### src/rtl/display_uart_pkg.sv
// Shared types, constants and character helpers for the display UART transmitter.
package display_uart_pkg;

  typedef enum logic [1:0] {
    ST_IDLE  = 2'd0,
    ST_START = 2'd1,
    ST_DATA  = 2'd2,
    ST_STOP  = 2'd3
  } tx_state_e;

  localparam logic [7:0]  ASCII_CR   = 8'h0D;
  localparam logic [7:0]  ASCII_LF   = 8'h0A;
  localparam int unsigned LINE_CHARS = 10;
  localparam int unsigned CHAR_IDX_W = 4;

  function automatic logic [7:0] nib_to_ascii(input logic [3:0] nib);
    return (nib < 4'd10) ? (8'h30 + 8'(nib)) : (8'h37 + 8'(nib));
  endfunction

  // Character idx of a line: eight hex digits MSB-first, then CR, LF.
  function automatic logic [7:0] line_char(input logic [31:0] word,
                                           input logic [CHAR_IDX_W-1:0] idx);
    logic [7:0] ch;
    if (idx == CHAR_IDX_W'(LINE_CHARS - 2)) begin
      ch = ASCII_CR;
    end else if (idx == CHAR_IDX_W'(LINE_CHARS - 1)) begin
      ch = ASCII_LF;
    end else begin
      ch = nib_to_ascii(word[{3'd7 - idx[2:0], 2'b00} +: 4]);
    end
    return ch;
  endfunction

endpackage

### src/rtl/display_uart_tx_byte.sv
// 8N1 byte serializer: holds the baud and bit counters; chains bytes with no idle gap.
module uart_byte_tx
  import display_uart_pkg::*;
#(
  parameter int unsigned CLKS_PER_BIT = 434
) (
  input  logic       clk,
  input  logic       rst_n,
  input  logic       start_i,
  input  logic [7:0] data_i,
  output logic       txd_o,
  output logic       busy_o,
  output logic       done_c_o
);

  localparam int unsigned      CNT_W    = (CLKS_PER_BIT > 1) ? $clog2(CLKS_PER_BIT) : 1;
  localparam logic [CNT_W-1:0] CNT_LAST = CNT_W'(CLKS_PER_BIT - 1);

  tx_state_e        state_q, state_d;
  logic [CNT_W-1:0] baud_cnt_q, baud_cnt_d;
  logic [2:0]       bit_idx_q, bit_idx_d;
  logic [7:0]       shift_q, shift_d;
  logic             txd_q, txd_d;
  logic             busy_q, busy_d;
  logic             bit_end_c;

  assign bit_end_c = (baud_cnt_q == CNT_LAST);

  always_ff @(posedge clk or negedge rst_n) begin
    if (!rst_n) begin
      state_q    <= ST_IDLE;
      baud_cnt_q <= '0;
      bit_idx_q  <= '0;
      shift_q    <= '0;
      txd_q      <= 1'b1;
      busy_q     <= 1'b0;
    end else begin
      state_q    <= state_d;
      baud_cnt_q <= baud_cnt_d;
      bit_idx_q  <= bit_idx_d;
      shift_q    <= shift_d;
      txd_q      <= txd_d;
      busy_q     <= busy_d;
    end
  end

  always_comb begin
    state_d    = state_q;
    baud_cnt_d = baud_cnt_q;
    bit_idx_d  = bit_idx_q;
    shift_d    = shift_q;
    done_c_o   = 1'b0;
    case (state_q)
      ST_IDLE: begin
        if (start_i) begin
          state_d    = ST_START;
          shift_d    = data_i;
          baud_cnt_d = '0;
        end
      end
      ST_START: begin
        baud_cnt_d = bit_end_c ? '0 : baud_cnt_q + CNT_W'(1);
        if (bit_end_c) begin
          state_d   = ST_DATA;
          bit_idx_d = '0;
        end
      end
      ST_DATA: begin
        baud_cnt_d = bit_end_c ? '0 : baud_cnt_q + CNT_W'(1);
        if (bit_end_c) begin
          shift_d   = {1'b0, shift_q[7:1]};
          bit_idx_d = bit_idx_q + 3'd1;
          if (bit_idx_q == 3'd7) begin
            state_d = ST_STOP;
          end
        end
      end
      ST_STOP: begin
        baud_cnt_d = bit_end_c ? '0 : baud_cnt_q + CNT_W'(1);
        if (bit_end_c) begin
          done_c_o = 1'b1;
          // A start in the last stop clock chains straight into the next start bit.
          if (start_i) begin
            state_d = ST_START;
            shift_d = data_i;
          end else begin
            state_d = ST_IDLE;
          end
        end
      end
      default: state_d = ST_IDLE;
    endcase
    case (state_d)
      ST_START: txd_d = 1'b0;
      ST_DATA:  txd_d = shift_d[0];
      default:  txd_d = 1'b1;
    endcase
    busy_d = (state_d != ST_IDLE);
  end

  assign txd_o  = txd_q;
  assign busy_o = busy_q;

endmodule

### src/rtl/display_uart_tx.sv
// Sends the display word as "XXXXXXXX\r\n" over UART whenever it changes or on force_send.
module display_uart_tx
  import display_uart_pkg::*;
#(
  parameter int unsigned CLK_FREQ     = 50000000,
  parameter int unsigned BAUD         = 115200,
  parameter int unsigned CLKS_PER_BIT = CLK_FREQ / BAUD
) (
  input  logic        clk,
  input  logic        rst_n,
  input  logic [31:0] display_value,
  input  logic        force_send,
  output logic        uart_txd,
  output logic        busy,
  output logic        pending
);

  logic [31:0]           last_value_q;
  logic [31:0]           line_buf_q, line_buf_d;
  logic [31:0]           pend_buf_q, pend_buf_d;
  logic                  pending_q, pending_d;
  logic [CHAR_IDX_W-1:0] char_idx_q, char_idx_d;
  logic                  req_c, last_char_c;
  logic                  tx_start_c, tx_done_c, tx_busy;
  logic [7:0]            tx_byte_c;

  assign req_c       = (display_value != last_value_q) || force_send;
  assign last_char_c = (char_idx_q == CHAR_IDX_W'(LINE_CHARS - 1));

  always_ff @(posedge clk or negedge rst_n) begin
    if (!rst_n) begin
      last_value_q <= '0;
      line_buf_q   <= '0;
      pend_buf_q   <= '0;
      pending_q    <= 1'b0;
      char_idx_q   <= '0;
    end else begin
      last_value_q <= display_value;
      line_buf_q   <= line_buf_d;
      pend_buf_q   <= pend_buf_d;
      pending_q    <= pending_d;
      char_idx_q   <= char_idx_d;
    end
  end

  // Line sequencing: a fresh request at line end beats the pending buffer.
  always_comb begin
    line_buf_d = line_buf_q;
    pend_buf_d = pend_buf_q;
    pending_d  = pending_q;
    char_idx_d = char_idx_q;
    tx_start_c = 1'b0;
    tx_byte_c  = 8'h00;
    if (!tx_busy) begin
      if (req_c) begin
        line_buf_d = display_value;
        char_idx_d = '0;
        tx_start_c = 1'b1;
        tx_byte_c  = line_char(display_value, CHAR_IDX_W'(0));
      end
    end else if (tx_done_c && !last_char_c) begin
      char_idx_d = char_idx_q + CHAR_IDX_W'(1);
      tx_start_c = 1'b1;
      tx_byte_c  = line_char(line_buf_q, char_idx_d);
      if (req_c) begin
        pend_buf_d = display_value;
        pending_d  = 1'b1;
      end
    end else if (tx_done_c) begin
      char_idx_d = '0;
      if (req_c) begin
        line_buf_d = display_value;
        pending_d  = 1'b0;
        tx_start_c = 1'b1;
        tx_byte_c  = line_char(display_value, CHAR_IDX_W'(0));
      end else if (pending_q) begin
        line_buf_d = pend_buf_q;
        pending_d  = 1'b0;
        tx_start_c = 1'b1;
        tx_byte_c  = line_char(pend_buf_q, CHAR_IDX_W'(0));
      end
    end else if (req_c) begin
      pend_buf_d = display_value;
      pending_d  = 1'b1;
    end
  end

  uart_byte_tx #(
    .CLKS_PER_BIT(CLKS_PER_BIT)
  ) u_byte_tx (
    .clk     (clk),
    .rst_n   (rst_n),
    .start_i (tx_start_c),
    .data_i  (tx_byte_c),
    .txd_o   (uart_txd),
    .busy_o  (tx_busy),
    .done_c_o(tx_done_c)
  );

  assign busy    = tx_busy;
  assign pending = pending_q;

endmodule
### config.mk
export PLATFORM = sky130hd
export DESIGN_NAME = display_uart_tx
export DESIGN_NICKNAME = d
export VERILOG_FILES = /design/src/rtl/display_uart_pkg.sv /design/src/rtl/display_uart_tx_byte.sv /design/src/rtl/display_uart_tx.sv
export SDC_FILE = /design/constraint.sdc
export NUM_CORES = 1
export LEC_CHECK = 0
export CORE_UTILIZATION = 60
export CTS_BUF_LIST = sky130_fd_sc_hd__clkbuf_4
export CTS_CLUSTER_SIZE = 25
export DETAILED_ROUTE_END_ITERATION = 8
export PLACE_DENSITY = 0.8
export SLEW_MARGIN = 10
export SYNTH_ARGS = -nofsm -noshare
export SYNTH_HDL_FRONTEND = slang
export SYNTH_SLANG_ARGS = --single-unit
### constraint.sdc
create_clock -name clk -period 3.14 [get_ports clk]
set_input_delay 0.628 -clock clk [delete_from_list [all_inputs] [get_ports clk]]
set_output_delay 0.628 -clock clk [all_outputs]
set_load 0.1 [all_outputs]
==> summary.md <==
| Metric | Value |
|---|---|
| Area of the mapped netlist | roughly 6500 um2 |
| Clock Sinks | 125 |
| Cts hold-fix bufs | 0 |
| Die area | 11,300 um2 |
| Crit Path Max Fanout | 8 |
| Main combinational cell family by area after synthesis | multiplexers |
| Synth Area in Simple Gates | between 10% and 20% |
| Cell Pwr Density | ~430 nW/um2 |
| Post-synth EDFFs | 0 |
| Setup CP Type | flop to flop |
| Hold WC Path Type | input port to async pin |
| F_max | 341 MHz |
| Worst r2r path cells | 11 |
| Fin crit share | 93.4% |
| Combinational fraction of design power | just over 8% |
| Hold Vio Cnt, Final | 0 |
| Largest net degree at the start of global routing | 126 |
| Count leader, synth | dfrtp_1 |
| Hold Slack | 0.117 ns |
| Fill cells | 700 |
| CTS Root Cell | clkbuf_4 |
| Compound-gate portion of the synthesized area | 14.1% |
| Slew margin rel. | 53.2% |
| Die width | 106 um |
| Actual slew at the worst max-slew pin | 0.702 ns |
| RSZ-0062 raised after global routing | false |
| Starting DRT DRC Count | 324 |
| Status | finished, final reports clean |
| Routed length per instance | 18.1 um |
| Final setup fails | 0 |
| Internal Power | 2.45 mW |
| Slew Viols, Final | 0 |
| Area leader, netlist | dfrtp_1 |
| CP Data Required Time | ~3.6 ns |
| Initial core utilization | 62.5% |
| Synth-to-layout area growth | 17.1% |
| Adder-Cell Fraction of Synth Area | 3.08% |
| Synth Flop Type | dfrtp_1 |
| Routed via count | 4,965 |
| CTS clk-pin slew, worst paths | about 0.12 ns |
| Num CTS Buffers | 17 |
| Synth unique cells | 64 |
| Vias in the first global route | 5,060 |
| Post-synthesis sequential area ratio | 48.1% |
| Post-DRT Antenna Nets | 0 |
| First-pass GRT wire length | 24.6 mm |
| Crit end category | flop |
| Synthesis warning total | 0 |
| Placer Congestion | 0.909 |
| Top cells by count, synth | dfrtp_1, nor2_1, a21oi_1, o21ai_0, mux2i_1 |
| Vias per inst | 6.06 |
| Flop and latch count out of synthesis | 125 |
| Worst vdd ir | 0.000798 V |
| Post-cts sizing count | 0 |
| Setup crit start kind | flop |
| Total GRT Usage | 28.7% |
| Mapped Cells | 600 |
| Post-Route WL | 14.8 mm |
| Final core occ | 73.2% |
| # nets final | 720 |
| Proportion of synthesized area in mux cells | 14.3% |
| Setup WS pre-CTS | -0.138 ns |
| CTS tree | done |
| P_leak | 3.49 nW |
| Reg2reg start | char_idx_q[0] |
| # Post-CTS Setup Buffers | 0 |
| DRC | 0 |
| Antenna violations before repair | 1 |
| Async SR Flop Fraction | 100% |
| H-tree Lvls | 4 |
| Layout cell share with drive strength beyond 1 | 18.8% |
| DPL Wire Length | 10.2 mm |
| Fin worst setup slack | 0.207 ns |
| Synth top area share | 47.7% |
| R2R Setup Slk | 0.21 ns |
| Layout Cells excl Fill | 819 |
| Final Skew | 0.0216 ns |
| Max Cap Violations | 0 |
| Inst Count DP | slightly below 800 |
| Setup TNS | 0 ns |
| Longest Clk Path Bufs | 2 |
| Synth Area in XOR/XNOR | 5.00% |
| Clock network fraction of total power | between 30 and 40% |
| Min Tclk post-route | 2.93 ns |
| Clk_lat worst skew | about 0.55 ns |
| Die height | 106 um |
| FF-to-FF End | u_byte_tx.shift_q[2] |
| Reg power frac | 51.9% |
| Synthesized area per cell | 10.8 um2 |
| Core box area | 10,400 um2 |
| Syn nets | 651 |
| Row cnt | 37 |
| Crit path arrival time | 3.36 ns |
| Ports | 38 |
| Switching pwr | 0.842 mW |
| Initial DRT Pass Iterations | 5 |
| Number of I/O port buffers | 37 |
| CP startpoint | char_idx_q[0] |
| GRT overflow | 0 |
| Ranking of synthesized cells by area | dfrtp_1, mux2_2, mux2i_1, xor2_1, a21oi_1 |
| Sw Share | 25.5% |
sequential cells by signal, summed over array words and instances, names as in the netlist:
name                  count
u_byte_tx.baud_cnt_q      9
pend_buf_q               32
u_byte_tx.state_q         2
line_buf_q               32
u_byte_tx.bit_idx_q       3
pending                   1
u_byte_tx.txd_o           1
u_byte_tx.shift_q         8
last_value_q             32
u_byte_tx.busy_o          1
char_idx_q                4
cell usage in the layout, fill, tap and decap left out, drive strengths merged, types with 3 or more instances in the layout:
| master | n |
|---|---|
| o31ai | 7 |
| or2 | 3 |
| a22oi | 6 |
| nand3 | 11 |
| nand2b | 6 |
| a21oi | 47 |
| mux2i | 35 |
| a22o | 5 |
| xor2 | 33 |
| nor2b | 3 |
| o311ai | 3 |
| nand2 | 31 |
| mux2 | 34 |
| a31oi | 4 |
| o211ai | 3 |
| and4 | 3 |
| bufinv | 4 |
| clkbuf | 17 |
| and3 | 9 |
| and2 | 5 |
| nor4 | 9 |
| mux4 | 8 |
| nor3 | 10 |
| o21ai | 38 |
| ha | 16 |
| buf | 45 |
| clkdlybuf4s50 | 33 |
| o21a | 3 |
| a21boi | 6 |
| inv | 19 |
| clkinv | 3 |
| nor2 | 56 |
| a2111oi | 4 |
| dfrtp | 124 |
| or3 | 4 |
per-layer routing:
metal  up-vias  GRT usage, %  share of wire (%)
met5         -             0                  0
met4         0          11.1                2.0
met3        20          6.93                3.3
met2       103          47.9                 51
met1      2503          36.0                 44
li1       2339             -                  -
power groups by stage:
stage	combinational (mW)	sequential [mW]	clock, mW
3_5_place_dp	0.271	1.74	0
2_1_floorplan	0.124	1.73	0
3_3_place_gp	0.260	1.74	0
4_1_cts	0.274	1.71	1.33
5_1_grt	0.302	1.72	1.41
6_report	0.272	1.71	1.31
worst max-delay path: stages (launching register included):
cell and delay, ns:
dfrtp_1 0.42, buf_4 0.17, ha_1 0.29, xor2_4 0.32, mux4_1 0.36, mux2i_2 0.23
ha_1 0.21, nand2_1 0.08, mux2_2 0.27, a21o_1 0.19, a21oi_1 0.17, o21ai_0 0.12
final cells by class:
class	count	area, um2	area share, %
multi-input cells	434	3210	42.2
flip-flops and latches	125	3130	41.1
repair buffers	78	718	9.43
clock inverters	15	209	2.74
well taps	136	170	2.23
clock buffers	17	128	1.67
inverters	13	48.8	0.640
diodes	1	2.50	0.0328
logic make-up (layout without fill, tap and decap cells):
group,count (synthesis),in the layout
AOI/OAI and AO/OA,144,144
xor gates and xnor gates,35,35
adders and majority gates,16,16
buffers and inverters,41,123
DFF,125,125
muxes,77,77
other,0,1
and+or+nand+nor,162,162
metrics by stage:
| stage | instance area (um2) | total power, mW |
|---|---|---|
| after CTS | 7600 | 3.32 |
| final | 7620 | 3.30 |
| after floorplan | 6510 | 1.85 |
| after global placement | 7260 | 2.00 |
| after detailed placement | 7260 | 2.01 |
| after global routing | 7620 | 3.43 |
how the worst max path moves through the flow:
stage                                       to  slack, ns
after floorplan                u_byte_tx.txd_o       0.44
after global placement         u_byte_tx.txd_o      -0.06
after detailed placement       u_byte_tx.txd_o      -0.14
after CTS                      u_byte_tx.txd_o       0.02
after global routing      u_byte_tx.shift_q[2]       0.03
final                     u_byte_tx.shift_q[2]       0.21
No activity file was read; power rests on OpenSTA's default activity.
